File: src/rtl/pid_pkg.sv
// Shared types and defaults for the PID actuator-side PWM driver.
package pid_pkg;

    localparam int WIDTH_DEF    = 8;
    localparam int SLEW_MAX_DEF = 4;
    localparam int DEADTIME_DEF = 2;

    typedef enum logic [2:0] {
        OFF,
        HI,
        DT_FALL,
        LO,
        DT_RISE
    } dt_state_e;

endpackage

File: src/rtl/pid_deadtime_gen.sv
// Complementary gate driver: turns the raw PWM level into a hi/lo pair
// separated by DEADTIME clocks of both-low on every transition.
module pid_deadtime_gen
    import pid_pkg::*;
#(
    parameter int DEADTIME = DEADTIME_DEF
) (
    input  logic clk,
    input  logic rst,
    input  logic raw,
    input  logic en,
    output logic pwm_hi,
    output logic pwm_lo
);

    localparam int              DT_W    = (DEADTIME > 1) ? $clog2(DEADTIME) : 1;
    localparam logic [DT_W-1:0] DT_LAST = DT_W'((DEADTIME > 0) ? DEADTIME - 1 : 0);
    localparam bit              HAS_DT  = (DEADTIME > 0);

    dt_state_e       state;
    dt_state_e       state_next;
    logic [DT_W-1:0] dt_cnt;
    logic [DT_W-1:0] dt_cnt_next;

    // NOTE: every always_comb output gets a default first, so no path can infer a latch.
    always_comb begin
        state_next  = state;
        dt_cnt_next = '0;
        if (!en) begin
            state_next = OFF;
        end else begin
            case (state)
                OFF:     state_next = raw ? (HAS_DT ? DT_RISE : HI) : LO;
                HI:      if (!raw) state_next = HAS_DT ? DT_FALL : LO;
                LO:      if (raw)  state_next = HAS_DT ? DT_RISE : HI;
                DT_FALL,
                DT_RISE: begin
                    // Decision is taken on raw at expiry, so a short raw pulse never reaches the gate.
                    if (dt_cnt == DT_LAST) begin
                        state_next = raw ? HI : LO;
                    end else begin
                        dt_cnt_next = dt_cnt + DT_W'(1);
                    end
                end
                default: state_next = OFF;
            endcase
        end
    end

    // NOTE: sequential state uses non-blocking assignments so all flops update together.
    always_ff @(posedge clk) begin
        if (rst) begin
            state  <= OFF;
            dt_cnt <= '0;
            pwm_hi <= 1'b0;
            pwm_lo <= 1'b0;
        end else begin
            state  <= state_next;
            dt_cnt <= dt_cnt_next;
            pwm_hi <= (state_next == HI);
            pwm_lo <= (state_next == LO);
        end
    end

endmodule

File: src/rtl/pid_pwm_driver.sv
// PID actuator driver: command shadow register, slew-limited duty update at
// period boundaries, edge-aligned PWM counter and dead-time gate pair.
module pid_pwm_driver
    import pid_pkg::*;
#(
    parameter int WIDTH    = WIDTH_DEF,
    parameter int PRESCALE = 1,
    parameter int SLEW_MAX = SLEW_MAX_DEF,
    parameter int DEADTIME = DEADTIME_DEF
) (
    input  logic             clk,
    input  logic             rst,
    input  logic             en,
    input  logic             cmd_valid,
    input  logic [WIDTH-1:0] cmd_data,
    output logic             cmd_ready,
    output logic             pwm_hi,
    output logic             pwm_lo,
    output logic             period_start,
    output logic [WIDTH-1:0] duty_q
);

    localparam int               W1       = WIDTH + 1;
    localparam int               PS_W     = (PRESCALE > 1) ? $clog2(PRESCALE) : 1;
    localparam logic [PS_W-1:0]  PS_LAST  = PS_W'(PRESCALE - 1);
    localparam logic [WIDTH-1:0] CNT_LAST = '1;
    localparam logic [WIDTH:0]   SLEW     = W1'(SLEW_MAX);
    localparam logic [WIDTH-1:0] SLEW_N   = WIDTH'(SLEW_MAX);

    logic [PS_W-1:0]  prescaler;
    logic [WIDTH-1:0] cnt;
    logic [WIDTH-1:0] shadow;
    logic             shadow_full;
    logic [WIDTH-1:0] target;
    logic [WIDTH-1:0] target_next;
    logic [WIDTH-1:0] duty_next;
    logic [WIDTH:0]   diff_up;
    logic [WIDTH:0]   diff_dn;
    logic             en_q;
    logic             tick;
    logic             boundary;
    logic             take;
    logic             raw;

    assign cmd_ready = !shadow_full && !rst;
    assign take      = cmd_valid && cmd_ready;
    assign tick      = en && (prescaler == PS_LAST);
    // The first enabled cycle restarts the period and behaves as a boundary.
    assign boundary  = en && (!en_q || (tick && (cnt == CNT_LAST)));
    assign raw       = (cnt < duty_q);

    always_comb begin
        target_next = shadow_full ? shadow : target;
        diff_up     = {1'b0, target_next} - {1'b0, duty_q};
        diff_dn     = {1'b0, duty_q} - {1'b0, target_next};
        duty_next   = target_next;
        if (target_next > duty_q) begin
            if (diff_up > SLEW) duty_next = duty_q + SLEW_N;
        end else if (diff_dn > SLEW) begin
            duty_next = duty_q - SLEW_N;
        end
    end

    always_ff @(posedge clk) begin
        if (rst) begin
            prescaler    <= '0;
            cnt          <= '0;
            shadow_full  <= 1'b0;
            target       <= '0;
            duty_q       <= '0;
            period_start <= 1'b0;
            en_q         <= 1'b0;
        end else begin
            en_q         <= en;
            period_start <= boundary;

            if (!en || !en_q) begin
                prescaler <= '0;
                cnt       <= '0;
            end else if (tick) begin
                prescaler <= '0;
                cnt       <= cnt + WIDTH'(1);
            end else begin
                prescaler <= prescaler + PS_W'(1);
            end

            if (take) begin
                shadow_full <= 1'b1;
            end else if (boundary && shadow_full) begin
                shadow_full <= 1'b0;
            end

            if (boundary) begin
                target <= target_next;
                duty_q <= duty_next;
            end
        end
    end

    // NOTE: the shadow data register is not reset; shadow_full alone decides whether it is valid.
    always_ff @(posedge clk) begin
        if (take) shadow <= cmd_data;
    end

    pid_deadtime_gen #(
        .DEADTIME (DEADTIME)
    ) u_deadtime (
        .clk    (clk),
        .rst    (rst),
        .raw    (raw),
        .en     (en),
        .pwm_hi (pwm_hi),
        .pwm_lo (pwm_lo)
    );

endmodule

File: config.mk
export PLATFORM = sky130hd
export DESIGN_NAME = pid_pwm_driver
export DESIGN_NICKNAME = d
export VERILOG_FILES = /design/src/rtl/pid_pkg.sv /design/src/rtl/pid_deadtime_gen.sv /design/src/rtl/pid_pwm_driver.sv
export SDC_FILE = /design/constraint.sdc
export NUM_CORES = 1
export LEC_CHECK = 0
export ABC_AREA = 1
export BUFFER_PORTS_ARGS = -buffer_cell sky130_fd_sc_hd__clkbuf_2
export CORE_ASPECT_RATIO = 0.6
export CORE_MARGIN = 3
export CORE_UTILIZATION = 37
export CTS_CLUSTER_SIZE = 8
export DETAILED_ROUTE_END_ITERATION = 8
export PLACE_DENSITY_LB_ADDON = 0.2
export SKIP_CTS_REPAIR_TIMING = 1
export SYNTH_ARGS = -nofsm -noshare
export SYNTH_HDL_FRONTEND = slang
export SYNTH_SLANG_ARGS = --single-unit
File: constraint.sdc
create_clock -name clk -period 2.6 [get_ports clk]
set_input_delay 0.26 -clock clk [delete_from_list [all_inputs] [get_ports clk]]
set_output_delay 0.26 -clock clk [all_outputs]
set_load 0.03 [all_outputs]
* Word-level counts from Yosys, hierarchy flattened
Index checks and enable logic that the tools add are counted.
** Operators by class
- Reduce and logical (&&, ||, !) cells :: 18
- Bitwise operators :: 3
- Equality and inequality tests :: 7
- Add/sub/neg operators :: 7
- Mux-type cells :: 13
- $lt $le $gt $ge :: 4
** Operator list (count)
- $mux 8 :: 4
- $gt 9x3->1 const B :: 2
- $sub 8x8->9 :: 2
- $mux 3 :: 5
- $pmux 3 s4 :: 1
- $eq 3x2->1 const B :: 3
- $add 8x1->8 const B :: 1
- $add 8x3->8 const B :: 1
- $eq 8x8->1 const B :: 1
- $gt 8x8->1 :: 1
- $lt 8x8->1 :: 1
- $sub 8x3->8 const B :: 1
- $eq 3x1->1 const B :: 2
- $logic_and 1x1->1 :: 6
- $logic_not 1->1 :: 4
- $reduce_or 2->1 :: 2
- $reduce_or 4->1 :: 1
- $eq 3x3->1 const B :: 1
- $logic_not 3->1 :: 1
- $not 1->1 :: 3
- $reduce_or 3->1 :: 1
- $add 1x1->1 const B :: 2
- $logic_or 1x1->1 :: 2
- $mux 1 :: 2
- other kinds (2) :: 2
** Word-level totals
- Output and inout bits :: 12
- Logic and storage cells :: 64
- Register bits :: 42

* Longest topological paths before layout
Gate-level depths: netlist (run 1).
- Word-level depth :: 8
- Mapped depth :: 22
- Mapped depth without buffers :: 20

* By module
A second synthesis (run 1) with hierarchy kept.
** Unflattened totals
- Cells, all modules :: 456
- Area total of the unflattened synthesis :: 3199.3 µm²
** Modules (own cells, without submodules)
- pid_pwm_driver :: cells each 412, area an instance 2906.5 µm², sequential area each 800.8 µm², instances 1
- pid_deadtime_gen :: cells each 44, area an instance 292.8 µm², sequential area each 120.1 µm², instances 1

* Worst setup path before layout (run 1)
No wires, ideal clock.
- Kind :: register to register
- Start :: reg shadow_full
- End :: reg duty_q[1]
- Required time :: 2.468 ns
- Setup slack :: -0.086 ns
- Library setup time :: 0.132 ns
- Period minus slack after synthesis :: 2.686 ns
- Stages on the path, launching flop included :: 19
- Arrival :: 2.554 ns
- Buffers on the path :: 1
- Cells stage by stage :: dfxtp_1 buf_2 inv_1 or2_2 o21ai_0 inv_1 ha_1 nand3_1 nand2_1 nand2_1 nand2_1 nand2_1 nand2_1 nor2_4 nand3_2 nand2_2 nand3_1 nand2_1 a21oi_1
** On the way
- Cells in the longest elaborated chain, start to end :: 5
- Elaborated cells on any way between the ends :: 9
** RTL lines
- start, declared :: RTL line pid_pwm_driver.sv:33 : logic shadow_full;
- start signal, assigned :: RTL line pid_pwm_driver.sv:68 : shadow_full <= 1'b0;
- start signal, assigned :: RTL line pid_pwm_driver.sv:88 : shadow_full <= 1'b1;
- start signal, assigned :: RTL line pid_pwm_driver.sv:90 : shadow_full <= 1'b0;
- $mux 8 * :: RTL line pid_pwm_driver.sv:53 : target_next = shadow_full ? shadow : target;
- named net target_next[1] :: RTL line pid_pwm_driver.sv:35 : logic [WIDTH-1:0] target_next;
- $sub 8x8->9, on equally long branches :: RTL line pid_pwm_driver.sv:55, pid_pwm_driver.sv:54
- $gt 9x3->1, on equally long branches :: RTL line pid_pwm_driver.sv:59, pid_pwm_driver.sv:58
- $mux 8, on equally long branches :: RTL line pid_pwm_driver.sv:59, pid_pwm_driver.sv:58
- $mux 8 * :: RTL line pid_pwm_driver.sv:57 : if (target_next > duty_q) begin
- end signal, assigned :: RTL line pid_pwm_driver.sv:95 : duty_q <= duty_next;
- end, declared :: RTL line pid_pwm_driver.sv:20 : output logic [WIDTH-1:0] duty_q
Mark *: on every way through the listed nets, which the timed path passes. The rest lies on a longest branch.
A chain may end at the register's enable or synchronous reset.

* Worst setup path after layout (run 1)
- Start :: reg shadow_full
- End :: reg duty_q[7]
The elaborated chain is that of the path after synthesis.

==> results of run 1 <==
## report_power, final
part	switching (mW)	leakage (nW)	internal (mW)
sequential	0.0362	0.353	0.706
clock	0.262	0.0704	0.360
combinational	0.945	1.56	0.631
total	1.24	1.98	1.70
## critical path, delay by kind of cell, from the launching register on
kind	cells	cell delay [ns]
and+or+nand+nor	12	1.25
buffers and inverters	6	0.53
adders and majority gates	1	0.27
AOI/OAI and AO/OA	1	0.08
DFF	1	0.34
## through the flow
step,std cells,util
6_report,629,0.534
5_1_grt,629,0.534
2_1_floorplan,451,-
4_1_cts,620,0.472
3_3_place_gp,612,0.453
3_5_place_dp,612,0.453
## final cells by class
cell class,instances,area [um2]
fillers,794,3750
multi-input cells,326,2280
flip-flops and latches,42,922
repair buffers,69,507
inverters,76,293
well taps,108,135
clock buffers,5,125
clock inverters,3,25.0
## how the worst max path moves through the flow
stage | from | to | cells after the start
finish | shadow_full | duty_q[7] | 20
global route | shadow_full | duty_q[6] | 19
CTS | shadow_full | duty_q[0] | 18
detailed placement | shadow_full | duty_q[0] | 18
global placement | shadow_full | duty_q[5] | 20
floorplan | shadow_full | duty_q[1] | 19
## layer usage
metal	up-vias	GRT usage
met2	93	0.238
li1	1603	-
met1	1441	0.279
met5	-	0
met3	6	0.0515
met4	0	0.0444
## cell families (layout without fill, tap and decap cells)
group	count (synthesis)	after routing
simple gates	229	229
fa+ha+maj	31	31
flops	42	42
buf+inv	83	153
compound gates	55	55
xor+xnor	10	10
other cells	1	1
## cell usage in the layout, fill, tap and decap left out, types with 9 or more instances in the layout
master    instances
a21oi_1          19
buf_4            36
buf_6             9
clkbuf_2         23
dfxtp_1          33
ha_1             21
ha_4              9
inv_1            54
inv_2            20
nand2_1          79
nand2_2          24
nand3_1          32
nand3_2          16
nand4_1          10
nor2_1           28
## sequential cells by signal, summed over array words and instances (netlist names), 3 cells and up
| register | cells |
|---|---|
| cnt | 8 |
| duty_q | 8 |
| shadow | 8 |
| target | 8 |
| u_deadtime.state | 3 |
==> flow_metrics.py, run 1 <==
metrics = {
    "critical_path": {
        "rrSetupSlack_ns": 0.05,
        "cp-start-kind": "flop",
        "reg2reg_depth": 20,
        "crit_path_end_kind": "flop",
        "path_max_fanout": 5,
        "worstReg2RegStart": "shadow_full",
        "criticalPathCategory": "reg -> reg",
        "cp.arrival_ns": 2.79,
        "cp.required_ns": 2.84,
        "max_stage_delay_ns": 0.34,
        "path_cells": "inv_2 > buf_6 > or2_2 > o21ai_4 > inv_2 > ha_4 > buf_4 > nand3_2 > nand2_2 > nand2_1 > nand2_1 > nand3_2 > nor2_4 > nand2_4 > buf_12 > nand2_2 > nand3_2 > nand3_2 > nand2_2 > inv_2",
        "cp_common_cell": "nand3_2",
        "r2r-end": "duty_q[7]",
        "cp_slowest_cell": "dfxtp_2",
    },
    "timing": {
        "drv_slew": 0,
        "tightest_slew_ns": 0.513,
        "relSlewSlack": 0.658,
        "fin_crit_sh": 0.982,
        "hold-worst-slack_ns": 0.144,
        "fin_setup_tns_ns": 0,
        "setup_viol_count_final": 0,
        "finalCriticalPeriod_ns": 2.55,
        "hold_violations": 0,
        "rsz0062_at_grt": "yes",
        "fin_skew_ns": 0.00763,
        "fmax_mhz": 392,
        "setup_slack_ns": 0.0467,
    },
    "clock_tree": {
        "cts_buffer_depth": 2,
        "cts.root.buffer_cell": "clkbuf_16",
        "cts-htree-levels": 2,
        "clk_pin_slew_worst_paths_ns": 0.06,
        "cts_buffers": 5,
        "cts_tree": "built",
        "clk_latency_ns": 0.29,
        "cts.sinks": 42,
    },
    "layout": {
        "finalInstanceArea_um2": 4290,
        "insertedDiodeCount": 0,
        "finalNetCount": 563,
        "area_delta_synth_final_pct": 36.8,
        "drive_gt1_frac": 0.367,
    },
    "power_and_ir_drop": {
        "power_leakage_nw": 1.98,
        "powerDensity_nw_per_um2": 686,
        "ir_drop_uv": 301,
        "finalPower_mw": 2.94,
    },
    "synth": {
        "synth_fa_ha_area_frac": 0.126,
        "synthCells": 451,
        "synth_xor_area_frac": 0.0279,
        "syn_avg_cell_area_um2": 6.95,
        "syn_nets": 494,
        "async_flop_share": 0,
        "yosys_warnings": 0,
        "synthSimpleGateAreaFrac": 0.345,
        "synth_compound_area_frac": 0.101,
        "synth_ff_type": "dfxtp_1",
        "muxShareOfSynthArea": 0,
        "synthDistinctLibCells": 38,
        "ys_top_cells_by_count": "nand2_1, inv_1, nand3_1",
        "synth_top_family_by_area": "simple AND/OR/NAND/NOR gates",
        "synth_edf_count": 8,
        "synth.area.top_cells": "dfxtp_1, nand2_1, ha_1, inv_1, edfxtp_1",
        "synth_area_um2": 3130,
        "ys_seq_area_frac": 0.294,
        "post-synth-top-count-cell": "nand2_1",
        "yosysTopAreaCellShare": 0.217,
        "synth.largest_area_cell": "dfxtp_1",
        "synth_seq_cells": 42,
    },
    "global_route": {
        "grt_pass1_wl_um": 14100,
        "grt.overflow.total": 0,
        "grt_pass1_vias": 2887,
        "grt_max_degree": 22,
        "antenna_found_initial": 0,
        "track_usage": 0.180,
    },
    "routing": {
        "drtIter0Drc": 274,
        "wl_per_cell_um": 14.3,
        "route.detailed.drc": 0,
        "vias_per_cell": 5.00,
        "ant_nets": 0,
        "firstDrtPassIters": 4,
        "top_layer_used": "met4",
        "drt-met1-wl_um": 4820,
        "dr_wl_met3_um": 596,
        "wl_met2_um": 3480,
        "wl_um": 8970,
        "vias": 3143,
    },
    "place": {
        "port_buffers": 23,
        "gp_congestion": 0.921,
        "place_hpwl_um": 6760,
        "placed_cell_area_um2": 3640,
        "dp_slack_ns": -0.170,
    },
    "outcome": {
        "status": "completed",
    },
    "min_path": {
        "min_path_type": "in -> reg",
        "hold_depth": 1,
        "hold_start": "cmd_data[1]",
        "hold_end": "shadow[1]",
    },
    "floorplanning": {
        "rows": 25,
        "die_h_um": 77.3,
        "io_pins": 24,
        "coreArea_um2": 8040,
        "die-area_um2": 9650,
        "fp.dieW_um": 125,
        "start_util": 0.390,
    },
    "job": {
        "cap_violations": 0,
    },
}
Power figures use the tool's default switching activity.
==> run 2: changes to the inputs <==
- MAX_ROUTING_LAYER: unset -> met4
==> run 2 against run 1 <==
Against the previous run:
- power rose by 4.2%
- sequential share of layout area fell by 0.063 points
- critical path depth fell by 3
- highest routed layer unchanged
==> flow_metrics.py, run 2 (synthesized netlist as in run 1, its figures left out) <==
metrics = {
    "global_route": {
        "track_usage": 0.187,
        "grt_pass1_wl_um": 13900,
        "grt_pass1_vias": 2668,
        "antenna_found_initial": 0,
        "grt.overflow.total": 0,
        "grt_max_degree": 22,
    },
    "layout": {
        "final_core_util": 0.535,
        "regArea_um2": 922,
        "final_common_cell": "nand2_1",
        "drive_gt1_frac": 0.363,
        "final_cells": 632,
        "finalNetCount": 566,
        "fillerInstances": 752,
        "insertedDiodeCount": 0,
        "area_delta_synth_final_pct": 37.2,
        "final_cell_mix": "nand2_1, inv_1, buf_4",
        "multi_input_area_um2": 2250,
    },
    "timing": {
        "fmax_mhz": 392,
        "setup_viol_count_final": 0,
        "fin_skew_ns": 0.00896,
        "fin_crit_sh": 0.982,
        "finalCriticalPeriod_ns": 2.55,
        "hold-worst-slack_ns": 0.145,
        "tightest_slew_ns": 0.505,
        "hold_violations": 0,
        "relSlewSlack": 0.664,
        "rsz0062_at_grt": "yes",
        "drv_slew": 0,
    },
    "routing": {
        "wl_um": 9380,
        "ant_nets": 0,
        "drtIter0Drc": 277,
        "route.detailed.drc": 0,
        "firstDrtPassIters": 5,
        "vias": 3175,
        "vias_per_cell": 5.02,
        "wl_per_cell_um": 14.8,
    },
    "clock_tree": {
        "cts_buffer_depth": 2,
        "cts-htree-levels": 2,
        "cts.sinks": 42,
        "cts_buffers": 5,
        "cts.root.buffer_cell": "clkbuf_16",
        "clk_pin_slew_worst_paths_ns": 0.06,
        "cts_tree": "built",
        "clk_latency_ns": 0.29,
    },
    "power_and_ir_drop": {
        "power_leakage_nw": 2.00,
        "powerDensity_nw_per_um2": 712,
        "ir_drop_uv": 398,
    },
    "floorplanning": {
        "fp.dieW_um": 125,
        "die-area_um2": 9650,
        "rows": 25,
        "io_pins": 24,
        "start_util": 0.390,
        "coreArea_um2": 8040,
        "die_h_um": 77.3,
    },
    "critical_path": {
        "worstReg2RegStart": "shadow_full",
        "crit_path_end_kind": "flop",
        "criticalPathCategory": "reg -> reg",
        "cp-start-kind": "flop",
        "cp.arrival_ns": 2.79,
        "startpoint": "shadow_full",
        "path_max_fanout": 9,
        "cp.required_ns": 2.83,
    },
    "place": {
        "port_buffers": 23,
        "gp_congestion": 0.954,
        "dp.cells": 610,
        "place_hpwl_um": 7050,
    },
    "outcome": {
        "status": "completed",
    },
    "job": {
        "cap_violations": 0,
    },
    "min_path": {
        "hold_start": "cmd_data[5]",
        "min_path_type": "in -> reg",
    },
}
==> run 2: through the flow <==
stage	setup TNS [ns]	power, mW	setup slack [ns]	instance area (um2)
after detailed placement	-1.33	1.95	-0.199	3630
after global placement	-1.08	1.95	-0.158	3630
after CTS	-1.49	2.68	-0.213	3790
after global routing	-0.550	3.26	-0.0928	4300
after floorplan	0	1.56	0.00212	3150
final	0	3.06	0.0463	4300
==> run 2: power by group <==
group | leakage (nW) | switching (mW) | internal, mW
combinational | 1.57 | 0.955 | 0.643
clock | 0.0842 | 0.267 | 0.455
sequential | 0.353 | 0.0383 | 0.707
total | 2.00 | 1.26 | 1.80
==> run 2: worst paths after layout <==
path	end	cells after the start	slack (ns)
setup / recovery	duty_q[4]	17	0.05
hold / removal	shadow[5]	1	0.15
setup reg to reg	duty_q[4]	17	0.05
hold reg to reg	u_deadtime.dt_cnt	1	0.47
==> run 2: routing by layer <==
metal  vias to the layer above  global-route usage  part of all wire
met5                         -                   -                 0
met4                         0              0.0422            0.0077
met3                         7              0.0424             0.085
met2                       105               0.227              0.39
met1                      1459               0.299              0.52
li1                       1604                   -                 -
==> run 2: final cells by class <==
class | count | area share
clock buffer | 5 | 0.0291
clock inverter | 3 | 0.0102
inverter | 76 | 0.0686
multi-input combinational | 326 | 0.523
sequential | 42 | 0.214
tap | 108 | 0.0314
timing repair buffer | 72 | 0.123
==> run 2: worst max-delay path, cell delays in order, from the launching register on <==
cell,delay (ns)
dfxtp_2,0.35
buf_6,0.19
o21ai_4,0.08
ha_2,0.22
fa_1,0.50
nand2_1,0.05
o21ai_1,0.07
nor2_1,0.08
a21oi_2,0.11
nand3_2,0.10
nor2_4,0.17
nand2_4,0.08
buf_12,0.14
nand2_2,0.06
nand3_2,0.10
nand3_2,0.08
nand2_1,0.05
inv_1,0.05
==> run 3: changes to the inputs <==
- BUFFER_PORTS_ARGS: -buffer_cell sky130_fd_sc_hd__clkbuf_2 -> -buffer_cell sky130_fd_sc_hd__buf_2
- PLACE_DENSITY: unset -> 0.53
- PLACE_DENSITY_LB_ADDON: 0.2 -> unset
==> run 3 against run 2 <==
Against the previous run:
- clock-buffer cell count stayed put
- global-route usage down 0.22 points
- sequential power decreased by 0.7%
- non-clock buffer count down 10
- worst setup slack gained 0.039 ns
- fmax increased by 1.5%
- via count decreased by 4.2%
- cell count fell by 1.6%
==> flow_metrics.py, run 3 (synthesized netlist as in run 1, its figures left out) <==
metrics = {
    "outcome": {
        "status": "completed",
    },
    "layout": {
        "final_common_cell": "nand2_1",
        "insertedDiodeCount": 0,
        "final_cell_mix": "nand2_1, inv_1, nand3_1",
        "finalNetCount": 556,
        "fillerInstances": 770,
        "area_delta_synth_final_pct": 34.5,
        "drive_gt1_frac": 0.339,
    },
    "place": {
        "port_buffers": 23,
        "dp_slack_ns": -0.192,
        "gp_congestion": 0.934,
        "place_hpwl_um": 6850,
    },
    "min_path": {
        "hold_start": "cmd_data[3]",
        "min_path_type": "in -> reg",
    },
    "routing": {
        "vias_per_cell": 4.89,
        "wl_um": 8830,
        "wl_per_cell_um": 14.2,
        "firstDrtPassIters": 5,
        "ant_nets": 0,
        "vias": 3043,
        "drtIter0Drc": 191,
        "route.detailed.drc": 0,
    },
    "critical_path": {
        "criticalPathCategory": "reg -> reg",
        "cp-start-kind": "flop",
        "startpoint": "shadow_full",
        "worstReg2RegStart": "shadow_full",
        "cp.arrival_ns": 2.69,
        "path_max_fanout": 7,
        "cp.required_ns": 2.78,
        "crit_path_end_kind": "flop",
    },
    "floorplanning": {
        "io_pins": 24,
        "rows": 25,
        "fp.dieW_um": 125,
        "die-area_um2": 9650,
        "die_h_um": 77.3,
        "coreArea_um2": 8040,
        "start_util": 0.390,
    },
    "timing": {
        "drv_slew": 0,
        "hold-worst-slack_ns": 0.150,
        "fin_skew_ns": 0.00589,
        "finalCriticalPeriod_ns": 2.52,
        "setup_slack_ns": 0.0849,
        "fin_crit_sh": 0.967,
        "setup_viol_count_final": 0,
        "fmax_mhz": 398,
        "hold_violations": 0,
    },
    "clock_tree": {
        "cts_tree": "built",
        "cts-htree-levels": 2,
        "cts_buffers": 5,
        "cts.sinks": 42,
        "clk_latency_ns": 0.28,
        "cts.root.buffer_cell": "clkbuf_16",
        "clk_pin_slew_worst_paths_ns": 0.06,
        "cts_buffer_depth": 2,
    },
    "power_and_ir_drop": {
        "finalPower_mw": 2.98,
        "ir_drop_uv": 436,
        "powerDensity_nw_per_um2": 707,
        "power_leakage_nw": 1.96,
    },
    "global_route": {
        "grt.overflow.total": 0,
        "grt_max_degree": 22,
        "grt_pass1_wl_um": 14100,
        "track_usage": 0.184,
        "antenna_found_initial": 0,
        "grt_pass1_vias": 2720,
    },
    "job": {
        "cap_violations": 0,
    },
}
## run 3: cell types whose count changed in the layout (fill, tap and decap cells not counted), sizes merged
cell	before	now
clkbuf	28	5
buf	49	62
clkinv	2	1
inv	76	77
## run 3: critical path, stage by stage, from the launching register on
cell	delay, ns
dfxtp_4	0.37
inv_4	0.05
buf_4	0.13
or2_4	0.22
o21ai_2	0.07
inv_2	0.09
ha_4	0.30
nand2_2	0.06
inv_2	0.09
nand2_1	0.09
nand3_2	0.06
nand2_1	0.05
inv_1	0.06
nand3_2	0.09
nor2_4	0.18
buf_6	0.14
nand3_1	0.07
nand3_1	0.09
nand3_1	0.08
nand2_1	0.08
inv_1	0.04
## run 3: cell type report
cell class              instances  area (um2)  share of cell area
multi-input cells             326        2240               0.532
flip-flops and latches         42         925               0.219
repair buffers                 62         453               0.107
inverters                      76         293              0.0694
well taps                     108         135              0.0320
clock buffers                   5         125              0.0297
clock inverters                 3        43.8              0.0104
## run 3: final timing paths
check                      end  slack, ns  cells after the start
min                  shadow[3]       0.15                      1
max reg2reg          duty_q[7]       0.08                     20
min reg2reg  u_deadtime.dt_cnt       0.48                      1
max                  duty_q[7]       0.08                     20
## run 3: power by group
part,leakage (nW),total (mW),switching [mW],internal [mW]
Sequential,0.353,0.740,0.0333,0.706
Combinational,1.52,1.54,0.924,0.615
Clock,0.0842,0.704,0.250,0.454
Total,1.96,2.98,1.21,1.78
## run 3: per-layer routing
layer	wire (um)	vias to the layer above	global-route usage
met5	0	-	-
met4	48	0	0.0303
met3	612	6	0.0292
met2	3430	104	0.235
met1	4740	1348	0.299
li1	-	1585	-
## run 3: through the flow
stage | area, um2 | setup TNS, ns | std cells | util
finish | 4220 | 0 | 622 | 0.525
global route | 4220 | -0.200 | 622 | 0.525
CTS | 3790 | -1.40 | 618 | 0.472
detailed placement | 3630 | -1.20 | 610 | 0.451
global placement | 3630 | -0.994 | 610 | 0.451
floorplan | 3150 | 0 | 451 | -
